[config.mk]
export PLATFORM = sky130hd
export DESIGN_NAME = pwm_led
export DESIGN_NICKNAME = d
export VERILOG_FILES = /design/src/rtl/pwm_led_pkg.sv /design/src/rtl/pwm_led_chan.sv /design/src/rtl/pwm_led.sv
export SDC_FILE = /design/constraint.sdc
export NUM_CORES = 1
export LEC_CHECK = 0
export BUFFER_PORTS_ARGS = -buffer_cell sky130_fd_sc_hd__buf_2
export CAP_MARGIN = 25
export CORE_UTILIZATION = 45
export CTS_CLUSTER_SIZE = 14
export DETAILED_ROUTE_END_ITERATION = 8
export GPL_ROUTABILITY_DRIVEN = 0
export RECOVER_POWER = 50
export SYNTH_ARGS = -nofsm -noshare
export SYNTH_HDL_FRONTEND = slang
export SYNTH_SLANG_ARGS = --single-unit
[constraint.sdc]
create_clock -name clk -period 2.4 [get_ports clk]
set_input_delay 0.12 -clock clk [delete_from_list [all_inputs] [get_ports clk]]
set_output_delay 0.12 -clock clk [all_outputs]
set_load 0.01 [all_outputs]
[src/rtl/pwm_led_pkg.sv]
// ============================================================================
//  Module      : pwm_led_pkg
//  Description : Register map and CTRL bit positions for the pwm_led block.
//  Revision    : 1.0 - initial release
// ============================================================================
`default_nettype none

package pwm_led_pkg;

    localparam logic [4:0] c_ADDR_PRESC = 5'h18;
    localparam logic [4:0] c_ADDR_CTRL  = 5'h1C;

    localparam int c_CTRL_EN   = 0;
    localparam int c_CTRL_INV  = 1;
    localparam int c_CTRL_FADE = 2;
    localparam int c_CTRL_W    = 3;

    // Channel k's duty register lives at byte address 4*k
    function automatic logic [4:0] duty_addr(input int k);
        return 5'(4 * k);
    endfunction

endpackage

`default_nettype wire

[src/rtl/pwm_led_chan.sv]
// ============================================================================
//  Module      : pwm_led_chan
//  Description : One PWM channel: shadow/active duty, optional fade stepping
//                (PWM_LED_FADE_EN), compare and registered polarity output.
//  Revision    : 1.0 - initial release
// ============================================================================
`default_nettype none

module pwm_led_chan
    import pwm_led_pkg::*;
#(
    parameter int W = 8
) (
    input  logic         clk,
    input  logic         rst,
    input  logic         duty_we,
    input  logic [W-1:0] duty_wdata,
    input  logic         load,
    input  logic         fade,
    input  logic         out_en,
    input  logic         inv,
    input  logic [W-1:0] cnt,
    output logic [W-1:0] duty,
    output logic         led
);

    logic [W-1:0] r_duty;
    logic [W-1:0] r_active;
    logic         r_led;
    logic         w_raw;

    always_ff @(posedge clk) begin
        if (rst) begin
            r_duty <= '0;
        end else if (duty_we) begin
            r_duty <= duty_wdata;
        end
    end

    // ACTIVE only changes at a period boundary so a period is never torn
    always_ff @(posedge clk) begin
        if (rst) begin
            r_active <= '0;
        end else if (load) begin
`ifdef PWM_LED_FADE_EN
            if (fade) begin
                if (r_active < r_duty) begin
                    r_active <= r_active + W'(1);
                end else if (r_active > r_duty) begin
                    r_active <= r_active - W'(1);
                end
            end else begin
                r_active <= r_duty;
            end
`else
            r_active <= r_duty;
`endif
        end
    end

`ifndef PWM_LED_FADE_EN
    logic w_unused_fade;
    assign w_unused_fade = fade;
`endif

    assign w_raw = out_en && (cnt < r_active);

    always_ff @(posedge clk) begin
        if (rst) begin
            r_led <= 1'b0;
        end else begin
            r_led <= w_raw ^ inv;
        end
    end

    assign duty = r_duty;
    assign led  = r_led;

endmodule

`default_nettype wire

[src/rtl/pwm_led.sv]
// ============================================================================
//  Module      : pwm_led
//  Description : Multi-channel LED PWM with byte register bus, prescaler and
//                shared period counter. Fade support under PWM_LED_FADE_EN.
//  Revision    : 1.0 - initial release
// ============================================================================
`default_nettype none

module pwm_led
    import pwm_led_pkg::*;
#(
    parameter int NCH     = 3,
    parameter int W       = 8,
    parameter int PRESC_W = 8
) (
    input  logic           clk,
    input  logic           rst,
    input  logic           rd_en,
    input  logic [4:0]     addr,
    output logic [7:0]     rd_data,
    output logic           rd_valid,
    input  logic           wr_en,
    input  logic [7:0]     wr_data,
    output logic [NCH-1:0] led
);

    logic [PRESC_W-1:0]        r_presc;
    logic [PRESC_W-1:0]        r_psc_cnt;
    logic [c_CTRL_W-1:0]       r_ctrl;
    logic [W-1:0]              r_cnt;
    logic                      r_fresh;
    logic [7:0]                r_rd_data;
    logic                      r_rd_valid;

    logic                      w_en;
    logic                      w_tick;
    logic                      w_load;
    logic                      w_out_en;
    logic                      w_fade;
    logic [NCH-1:0]            w_duty_we;
    logic [NCH-1:0][W-1:0]     w_duty;
    logic [7:0]                w_rd_mux;

    assign w_en     = r_ctrl[c_CTRL_EN];
    assign w_tick   = w_en && (r_psc_cnt == r_presc);
    // r_fresh marks the idle slot after enable; its tick opens period 0
    assign w_load   = w_tick && (r_fresh || (r_cnt == '1));
    assign w_out_en = w_en && !r_fresh;

`ifdef PWM_LED_FADE_EN
    assign w_fade = r_ctrl[c_CTRL_FADE];
`else
    assign w_fade = 1'b0;
`endif

    always_ff @(posedge clk) begin
        if (rst) begin
            r_presc <= '0;
            r_ctrl  <= '0;
        end else if (wr_en) begin
            if (addr == c_ADDR_PRESC) begin
                r_presc <= wr_data[PRESC_W-1:0];
            end
            if (addr == c_ADDR_CTRL) begin
                r_ctrl[c_CTRL_EN]   <= wr_data[c_CTRL_EN];
                r_ctrl[c_CTRL_INV]  <= wr_data[c_CTRL_INV];
`ifdef PWM_LED_FADE_EN
                r_ctrl[c_CTRL_FADE] <= wr_data[c_CTRL_FADE];
`endif
            end
        end
    end

    always_ff @(posedge clk) begin
        if (rst || !w_en) begin
            r_psc_cnt <= '0;
            r_cnt     <= '0;
            r_fresh   <= 1'b1;
        end else if (w_tick) begin
            r_psc_cnt <= '0;
            r_cnt     <= r_fresh ? '0 : r_cnt + W'(1);
            r_fresh   <= 1'b0;
        end else begin
            r_psc_cnt <= r_psc_cnt + PRESC_W'(1);
        end
    end

    always_comb begin
        w_rd_mux = '0;
        for (int k = 0; k < NCH; k++) begin
            if (addr == duty_addr(k)) begin
                w_rd_mux[W-1:0] = w_duty[k];
            end
        end
        if (addr == c_ADDR_PRESC) begin
            w_rd_mux[PRESC_W-1:0] = r_presc;
        end
        if (addr == c_ADDR_CTRL) begin
            w_rd_mux[c_CTRL_W-1:0] = r_ctrl;
        end
    end

    always_ff @(posedge clk) begin
        if (rst) begin
            r_rd_data  <= '0;
            r_rd_valid <= 1'b0;
        end else begin
            r_rd_valid <= rd_en;
            if (rd_en) begin
                r_rd_data <= w_rd_mux;
            end
        end
    end

    assign rd_data  = r_rd_data;
    assign rd_valid = r_rd_valid;

    generate
        for (genvar k = 0; k < NCH; k++) begin : g_chan
            assign w_duty_we[k] = wr_en && (addr == duty_addr(k));

            pwm_led_chan #(
                .W(W)
            ) u_chan (
                .clk        (clk),
                .rst        (rst),
                .duty_we    (w_duty_we[k]),
                .duty_wdata (wr_data[W-1:0]),
                .load       (w_load),
                .fade       (w_fade),
                .out_en     (w_out_en),
                .inv        (r_ctrl[c_CTRL_INV]),
                .cnt        (r_cnt),
                .duty       (w_duty[k]),
                .led        (led[k])
            );
        end
    endgenerate

endmodule

`default_nettype wire

# Word level (Yosys, flattened, before mapping)
# Index checks and enable logic that the tools add are counted.
# word_totals
register_bits,87
inputBits,17
elab_cells,53
# classes
addsub,2
n_lt_le_gt_ge,3
n_eq_ne,6
mux,6
bitwise,3
n_reduce_logical,17
# ops
operator,count
$mux W8,5
$lt A8 B8 Y1,3
$add A8 B1 Y8 const B,2
$eq A5 B5 Y1 const B,2
$logic_and A1 B1 Y1,9
$eq A8 B8 Y1,1
$eq A8 B8 Y1 const B,1
$eq A5 B3 Y1 const B,1
$eq A5 B4 Y1 const B,1
$logic_not A5 Y1,1
$reduce_and A2 Y1,2
$mux W3,1
$xor A1 B1 Y1,3
$logic_not A1 Y1,2
$logic_or A1 B1 Y1,2
$reduce_or A2 Y1,1

# Logic depth before layout (Yosys ltp)
# Gate-level depths: netlist of run 1.
# depth
depth_word,6
mapped_depth,7
ltp_nobuf,7

# Hierarchy
# Synthesis of run 1 repeated with hierarchy kept, for this count alone.
# unflattened
cells_unflattened,478
hier_area_um2,4454.3
# modules_own_cells
module,n_inst,cells_each,area_per_inst_um2,seq_area_each_um2
pwm_led_chan,3,83,819.5,340.3
pwm_led,1,229,1995.7,720.7

# Worst setup path before layout of run 1
# No wires, ideal clock.
# synth_path
path_type,register to register
startpoint,register r_psc_cnt[3]
endpoint,register r_cnt[2]
setup_time_ns,0.074
arrival_ns,1.709
required_ns,2.326
setup_slack_ns,0.617
path_stages_with_launch,6
path_cell_list,dfxtp_1 -> xor2_1 -> nor4_2 -> nand3_2 -> or4b_1 -> a31oi_1
# synth_between
elab_chain_len,2
# synth_rtl
item,line,text
from (decl),pwm_led.sv:28,logic [PRESC_W-1:0] r_psc_cnt;
from (signal assigned),pwm_led.sv:84,r_psc_cnt <= r_psc_cnt + PRESC_W'(1);
$eq A8 B8 Y1,pwm_led.sv:45,assign w_tick = w_en && (r_psc_cnt == r_presc);
$logic_and A1 B1 Y1,pwm_led.sv:45,
to (signal assigned),pwm_led.sv:81,r_cnt <= r_fresh ? '0 : r_cnt + W'(1);
to (decl),pwm_led.sv:30,logic [W-1:0] r_cnt;
# No other way between the ends.
# A chain may end at the register's enable or synchronous reset.

# Final worst setup path of run 1
# layout_path
startpoint,register r_presc[4]
endpoint,register r_cnt[5]
# layout_between
elab_chain_len,2
# layout_rtl
item,line,text
from (decl),pwm_led.sv:27,logic [PRESC_W-1:0] r_presc;
from (signal assigned),pwm_led.sv:62,r_presc <= wr_data[PRESC_W-1:0];
$eq A8 B8 Y1,pwm_led.sv:45,
$logic_and A1 B1 Y1,pwm_led.sv:45,
# No other way between the ends.

==> impl_metrics.json, run 1 <==
{
  "status": "finished clean",
  "numPortBuffers": 28,
  "viasPerCell": 5.507,
  "leakage_nw": 2.046,
  "post-cts-setup-buffers": 0,
  "whs_path_depth": 3,
  "finalCoreUtilization": 0.5200,
  "postSynthCellCount": 457,
  "synth_fa_ha_area_frac": 0.06853,
  "synth_compound_area_frac": 0.09684,
  "path_class": "flop to flop",
  "antenna_cells": 0,
  "vias": 3249,
  "cts_tree": "built",
  "synth_xor_area_frac": 0.02920,
  "tightest_slew_ps": 819.2,
  "endpoint_kind": "flop",
  "cpMaxStageDelayCell": "or4_1",
  "maxSlewViolCount": 0,
  "filler_cell_count": 861,
  "clock-root-buffer": "clkbuf_8",
  "wl_per_cell_um": 16.73,
  "syn_area_per_cell_sq_um": 9.188,
  "clk_path_buf_depth": 2,
  "row_count": 34,
  "worst_clock_skew_ps": 8.931,
  "power_density_mw_per_mm2": 602.4,
  "finalPower_mw": 2.785,
  "dr.pass1.iters": 4,
  "ir_drop_uv": 332.1,
  "drv_cap": 0,
  "synth_top_family_by_area": "simple AND/OR/NAND/NOR gates",
  "grt_pass1_wl_um": 16450,
  "setup_violations": 0,
  "syn-num-nets": 497,
  "grt_max_degree": 43,
  "cts_made_buffers": 9,
  "fin_hold_ws_ps": 44.89,
  "setup.worst_path.start": "r_presc[4]",
  "cts.sinks": 87,
  "io_pins": 29,
  "rr_worst_depth": 5,
  "overflow": 0,
  "period_share": 0.8945,
  "async_flop_share": 0,
  "grt_pass1_vias": 3180,
  "wl_um": 9870,
  "hold_violations": 0,
  "area_growth_pct": 10.10,
  "cts_hold_buffers": 0,
  "die_w_um": 98.60,
  "yosysUniqueCellTypes": 45,
  "synth_edf_count": 0,
  "setup_tns_ps": 0,
  "drive_gt1_frac": 0.08714,
  "start_util": 0.4723,
  "maxSlewHeadroom": 0.4539,
  "synth_seq_cells": 87,
  "critPathLaunchType": "flop",
  "max_freq_ghz": 0.4658,
  "ant_nets": 0,
  "crit_fanout": 17,
  "first_iter_violations": 95,
  "worstSkewPairLatency_ps": 360,
  "core-area_sq_mm": 0.008891,
  "path_clk_slew_ps": 90,
  "dieHeight_um": 98.60,
  "cpPeakStageDelay_ps": 550,
  "rr_startpoint": "r_presc[4]",
  "ys_seq_area_frac": 0.4148,
  "synth_mux_area_frac": 0.1511,
  "synth_warnings": 0,
  "cts-resized-gates": 0,
  "synth-simple-area-share": 0.1952,
  "period_needed_ps": 2147,
  "crit_path_cell_trace": "xor2_1 -> nor4_2 -> nand3_2 -> or4_1 -> a31oi_1",
  "worstHoldStart": "wr_data[3]",
  "antenna_found_initial": 0,
  "cp.required_ps": 2680,
  "arrival_ps": 2420,
  "rsz0062_at_grt": "no",
  "min_path_type": "input port to flop",
  "dieArea_sq_mm": 0.009721,
  "dp_hpwl_um": 7181,
  "grt_usage": 0.2201,
  "cts_max_level": 3,
  "drcViolationCount": 0,
  "num-nets-final": 518,
  "synth_ff_type": "dfxtp_1",
  "syn_area_sq_mm": 0.004199
}
## Yosys cell counts, types with 4 or more instances
library cell   n  area (sq um)
a211oi_1       5         37.54
and3_1        10         62.56
o211ai_1       6         45.04
a21oi_1       16         80.08
nand2b_1      11         68.82
clkbuf_1      18         67.56
nor2b_1        4         25.02
nand3_1       13         65.06
or3_1          4         25.02
dfxtp_1       87          1742
o221ai_1       5         43.79
a31oi_1        4         25.02
or4_1          4         30.03
xor2_1        12         105.1
nand3b_1       4         30.03
inv_1         21         78.83
mux2i_1       60         600.6
nor2_1        73         274.0
nand2_1       21         78.83
nor3_1         5         25.02
ha_1          23         287.8
o21ai_0       12         60.06
## logic make-up (layout without fill, tap and decap cells)
kind of cell,after synthesis,count (layout)
compound gates,61,61
xor+xnor,14,14
fa+ha+maj,23,23
buf+inv,46,71
simple gates,163,163
flops,87,87
mux,63,63
## worst max-delay path: cells and delay by family (launching register included)
| family | cells | cell delay, ps |
|---|---|---|
| xor gates and xnor gates | 1 | 170 |
| DFF | 1 | 350 |
| AOI/OAI and AO/OA | 1 | 180 |
| and+or+nand+nor | 3 | 1360 |
## layer usage
metal  GRT usage  vias up  part of all wire
li1            -     1648                 -
met1      0.3029     1533              0.48
met2      0.3478       62              0.47
met3     0.03759        6             0.043
met4     0.08037        0            0.0090
met5           0        -                 0
## worst paths after layout
kind | end | slack (ps)
min | g_chan[1].u_chan.duty[3] | 40
max | r_cnt[5] | 250
max reg2reg | r_cnt[5] | 250
min reg2reg | rd_data[5] | 480
## state kept, by name, indices dropped and copies added, names as in the netlist
register and cells:
r_psc_cnt 8, rd_valid 1, r_cnt 8, g_chan.u_chan.duty 24, g_chan.u_chan.led 3, r_ctrl 2
r_presc 8, rd_data 8, g_chan.u_chan.r_active 24, r_fresh 1
## metrics by stage
step	instance area, sq um	setup WS (ps)	instances
finish	4623	253.1	590
global route	4623	95.50	590
CTS	4654	234.4	590
detailed placement	4419	260.8	575
global placement	4419	325.5	575
floorplan	4199	617.2	457
## report_power, final
| group | leakage (nW) | internal [mW] | switching [mW] | total, mW |
|---|---|---|---|---|
| combinational | 1.23 | 0.0334 | 0.0741 | 0.107 |
| clock | 0.117 | 0.690 | 0.532 | 1.22 |
| sequential | 0.701 | 1.45 | 0.00594 | 1.46 |
| total | 2.05 | 2.17 | 0.612 | 2.78 |
## placed cells by master, fill, tap and decap left out, drive strengths merged, types with 4 or more instances in the layout
| cell type | netlist | layout |
|---|---|---|
| o211ai | 6 | 6 |
| nand2 | 21 | 21 |
| o221ai | 5 | 5 |
| a21oi | 16 | 16 |
| nor2b | 4 | 4 |
| and3 | 10 | 10 |
| nand3b | 4 | 4 |
| nor2 | 73 | 73 |
| a31oi | 4 | 4 |
| a211oi | 5 | 5 |
| nand2b | 11 | 11 |
| nand3 | 14 | 14 |
| dfxtp | 87 | 87 |
| nor3 | 6 | 6 |
| buf | 7 | 18 |
| or4 | 4 | 4 |
| ha | 23 | 23 |
| mux2i | 60 | 60 |
| xor2 | 12 | 12 |
| inv | 21 | 21 |
| o21ai | 12 | 12 |
| clkbuf | 18 | 27 |
| or3 | 4 | 4 |
## area by class of cell
cell class                      count  area (sq um)  share of cell area
Clock inverter                      5         107.6             0.02327
Clock buffer                       10         127.6             0.02760
Inverter                           21         78.83             0.01705
Multi-Input combinational cell    324          2271              0.4912
Sequential cell                    87          1742              0.3767
Timing Repair Buffer               35         161.4             0.03491
Tap cell                          108         135.1             0.02923
No activity file was read; power rests on OpenSTA's default activity.
==> inputs of run 2 (changes only) <==
--- a/config.mk
+++ b/config.mk
@@ -14,4 +14,5 @@
 export RECOVER_POWER = 50
 export SYNTH_ARGS = -nofsm -noshare
 export SYNTH_HDL_FRONTEND = slang
+export SYNTH_HIERARCHICAL = 1
 export SYNTH_SLANG_ARGS = --single-unit
==> impl_metrics.json, run 2 <==
{
  "ant_nets": 0,
  "numPortBuffers": 28,
  "syn-num-nets": 517,
  "antenna_found_initial": 0,
  "pwr-share-seq": 0.537,
  "start_util": 0.4727,
  "path_clk_slew_ps": 90,
  "num-nets-final": 534,
  "cp.required_ps": 2590,
  "wl_um": 10370,
  "overflow": 0,
  "switching_share": 0.2192,
  "drcViolationCount": 0,
  "hold_violations": 0,
  "row_count": 35,
  "clk_path_buf_depth": 2,
  "cts_made_buffers": 9,
  "cts-resized-gates": 0,
  "status": "finished clean",
  "power_frac_clock": 0.421,
  "syn_area_sq_mm": 0.004451,
  "wl_per_cell_um": 16.56,
  "final_common_cell": "dfxtp_1",
  "die_w_um": 101.5,
  "core-area_sq_mm": 0.009415,
  "period_share": 0.8632,
  "period_needed_ps": 2072,
  "rsz0062_at_grt": "no",
  "grt_pass1_wl_um": 16720,
  "vias": 3417,
  "dieHeight_um": 101.5,
  "viasPerCell": 5.458,
  "grt_usage": 0.2142,
  "antenna_cells": 0,
  "critPathLaunchType": "flop",
  "multi_input_area_sq_mm": 0.002486,
  "first_iter_violations": 171,
  "endpoint_kind": "flop",
  "cts_tree": "built",
  "internal_power_mw": 2.119,
  "io_pins": 29,
  "dp_hpwl_um": 7684,
  "maxSlewViolCount": 0,
  "synth_warnings": 6,
  "ir_drop_uv": 340.7,
  "p_switching_uw": 594.9,
  "filler_cell_count": 885,
  "finalCoreUtilization": 0.5176,
  "path_class": "flop to flop",
  "syn_area_per_cell_sq_um": 9.330,
  "cts.sinks": 87,
  "final_cell_mix": "87 x dfxtp_1, 66 x nor2_1, 60 x mux2i_1",
  "min_path_type": "input port to flop",
  "maxSlewHeadroom": 0.1255,
  "worstSkewPairLatency_ps": 360,
  "arrival_ps": 2270,
  "max_freq_ghz": 0.4827,
  "worst_clock_skew_ps": 11.40,
  "dr.pass1.iters": 4,
  "cts_max_level": 3,
  "reg2reg_slack_ps": 330,
  "grt_max_degree": 68,
  "crit_fanout": 24,
  "leakage_nw": 1.636,
  "setup_violations": 0,
  "finalPower_mw": 2.714,
  "grt_pass1_vias": 3197,
  "drive_gt1_frac": 0.1026,
  "cts_hold_buffers": 0,
  "power_density_mw_per_mm2": 556.9,
  "dieArea_sq_mm": 0.01029,
  "post-cts-setup-buffers": 0,
  "drv_cap": 0,
  "postSynthCellCount": 477,
  "clock-root-buffer": "clkbuf_8",
  "tightest_slew_ps": 1312,
  "setup_tns_ps": 0,
  "register_area_sq_mm": 0.001742,
  "power_frac_comb": 0.042,
  "area_growth_pct": 9.502
}
[run 2: path summary, 6_finish.rpt]
| path | cells after the start | to | startpoint |
|---|---|---|---|
| worst max register to register | 8 | g_chan[1].u_chan/r_active[6] | r_cnt[1] |
| worst max-delay path | 8 | g_chan[1].u_chan/r_active[6] | r_cnt[1] |
| worst min register to register | 2 | rd_data[7] | rd_data[7] |
| worst min-delay path | 3 | r_presc[2] | wr_data[2] |
[run 2: power groups by stage]
stage               Combinational, mW  Sequential [mW]  Clock (mW)
finish                          0.114             1.46        1.14
global route                    0.125             1.46        1.24
CTS                             0.116             1.46        1.17
detailed placement              0.116             1.49           0
global placement                0.115             1.49           0
floorplan                      0.0734             1.49           0
[run 2: layout make-up]
type                    count  share of cell area
well taps                 129             0.03312
inverters                  23             0.01772
repair buffers             34             0.03671
flip-flops and latches     87              0.3574
clock inverters             3             0.01386
clock buffers              11             0.03107
multi-input cells         339              0.5101
[run 2: per-stage QoR]
step | worst slack, ps | area [sq um] | hold WS [ps] | cells
finish | 328.4 | 4873 | 45.55 | 626
global route | 218.1 | 4873 | 54.06 | 626
CTS | 375.9 | 4892 | 33.01 | 626
detailed placement | 394.4 | 4673 | 413.5 | 612
global placement | 446.8 | 4673 | 403.1 | 612
floorplan | 655.0 | 4451 | 263.9 | 477
[run 2: metal layers]
| layer | GRT usage | up-vias | wire [um] |
|---|---|---|---|
| li1 | - | 1737 | - |
| met1 | 0.2932 | 1624 | 5013 |
| met2 | 0.3407 | 47 | 4887 |
| met3 | 0.04417 | 9 | 347 |
| met4 | 0.06243 | 0 | 120 |
| met5 | 0 | - | 0 |
[run 2: critical path: stages, from the launching register on]
cell     delay (ps)
dfxtp_1         470
ha_1            240
nand3_1         140
nor2_1          180
a31o_2          160
and3_1          190
buf_12          210
mux2i_1         230
nor2_1           60
==> inputs of run 3 (changes only) <==
--- a/config.mk
+++ b/config.mk
@@ -12,6 +12,7 @@
 export DETAILED_ROUTE_END_ITERATION = 8
 export GPL_ROUTABILITY_DRIVEN = 0
 export RECOVER_POWER = 50
+export REMOVE_ABC_BUFFERS = 1
 export SYNTH_ARGS = -nofsm -noshare
 export SYNTH_HDL_FRONTEND = slang
 export SYNTH_HIERARCHICAL = 1
==> impl_metrics.json, run 3 (synthesis results as in run 2) <==
{
  "hold_violations": 0,
  "finalPower_mw": 2.657,
  "antenna_found_initial": 0,
  "cts_tree": "built",
  "hold_end": "g_chan[1].u_chan/duty[7]",
  "start_util": 0.4727,
  "path_class": "flop to flop",
  "grt_pass1_vias": 3255,
  "path_clk_slew_ps": 100,
  "critPathLaunchType": "flop",
  "cts.sinks": 87,
  "numPortBuffers": 28,
  "violations": "max-capacitance violations, max-slew violations",
  "cp.required_ps": 2570,
  "status": "complete, but fails checks",
  "min_path_type": "input port to flop",
  "leakage_nw": 1.624,
  "dieHeight_um": 101.5,
  "dpl-instance-area_sq_mm": 0.004681,
  "post-cts-setup-buffers": 0,
  "cts_max_level": 3,
  "reg2reg_to": "g_chan[0].u_chan/r_active[7]",
  "max_freq_ghz": 0.4932,
  "crit_fanout": 24,
  "final_cell_mix": "87 x dfxtp_1, 66 x nor2_1, 60 x mux2i_1",
  "maxSlewViolCount": 40,
  "wl_per_cell_um": 16.16,
  "first_iter_violations": 169,
  "maxSlewHeadroom": -0.08907,
  "viasPerCell": 5.450,
  "setup_violations": 0,
  "overflow": 0,
  "rr_worst_depth": 8,
  "period_share": 0.8448,
  "arrival_ps": 2200,
  "power_density_mw_per_mm2": 546.6,
  "drive_gt1_frac": 0.09600,
  "drcViolationCount": 0,
  "clock-root-buffer": "clkbuf_8",
  "ir_drop_uv": 346.5,
  "cts_hold_buffers": 0,
  "finalCoreUtilization": 0.5163,
  "rsz0062_at_grt": "no",
  "num-nets-final": 535,
  "whs_path_depth": 3,
  "row_count": 35,
  "period_needed_ps": 2028,
  "wl_um": 10170,
  "endpoint_kind": "flop",
  "filler_cell_count": 904,
  "dp_hpwl_um": 7630,
  "core-area_sq_mm": 0.009415,
  "tightest_slew_ps": 1634,
  "area_growth_pct": 9.221,
  "cts-resized-gates": 0,
  "worstSkewPairLatency_ps": 360,
  "final_common_cell": "dfxtp_1",
  "cts_made_buffers": 9,
  "grt_pass1_wl_um": 17000,
  "clk_path_buf_depth": 2,
  "ant_nets": 0,
  "reg2reg_slack_ps": 370,
  "vias": 3428,
  "worst_clock_skew_ps": 21.11,
  "io_pins": 29,
  "setup_tns_ps": 0,
  "dieArea_sq_mm": 0.01029,
  "dr.pass1.iters": 4,
  "fin_hold_ws_ps": 57.27,
  "rr_startpoint": "r_cnt[1]",
  "grt_max_degree": 40,
  "drv_cap": 1,
  "worstHoldStart": "wr_data[7]",
  "grt_usage": 0.2170,
  "die_w_um": 101.5,
  "design_area_sq_mm": 0.004861,
  "antenna_cells": 0
}
## run 3: cell type report
cell class                      instances  area (sq um)  share of cell area
Sequential cell                        87          1742              0.3583
Multi-Input combinational cell        339          2486              0.5115
Clock inverter                          7         86.33             0.01776
Clock buffer                            9         123.9             0.02548
Tap cell                              129         161.4             0.03320
Timing Repair Buffer                   35         175.2             0.03604
Inverter                               23         86.33             0.01776
## run 3: worst max path at each step
stage	startpoint	end	cells after the start
5_1_grt	r_cnt[1]	g_chan[0].u_chan/r_active[7]	8
2_1_floorplan	r_psc_cnt[4]	g_chan[0].u_chan/r_active[0]	6
4_1_cts	r_cnt[1]	g_chan[0].u_chan/r_active[7]	8
3_5_place_dp	r_cnt[1]	g_chan[1].u_chan/r_active[2]	8
6_report	r_cnt[1]	g_chan[0].u_chan/r_active[7]	8
3_3_place_gp	r_cnt[1]	g_chan[0].u_chan/r_active[6]	8
## run 3: metal layers
layer | global-route usage | routed length [um]
met2 | 0.3537 | 4728
met3 | 0.03589 | 288
met5 | 0 | 0
met4 | 0.06466 | 133
met1 | 0.2949 | 5015
## run 3: per-stage QoR
stage	setup slack, ps	cells
global placement	506.1	613
detailed placement	468.9	613
global route	179.9	629
CTS	435.5	629
floorplan	-205.8	449
finish	372.4	629
## run 3: power by group
| part | switching [mW] | internal, mW |
|---|---|---|
| Clock | 0.578 | 0.507 |
| Sequential | 0.00632 | 1.45 |
| Combinational | 0.0782 | 0.0371 |
| Total | 0.663 | 1.99 |
## run 3: critical path: stages (launching register included)
cell and delay, ps:
dfxtp_1 430, ha_1 220, nand3_1 150, nor2_1 190, a31o_2 160, and3_1 190
buf_12 210, mux2i_1 220, nor2_1 60
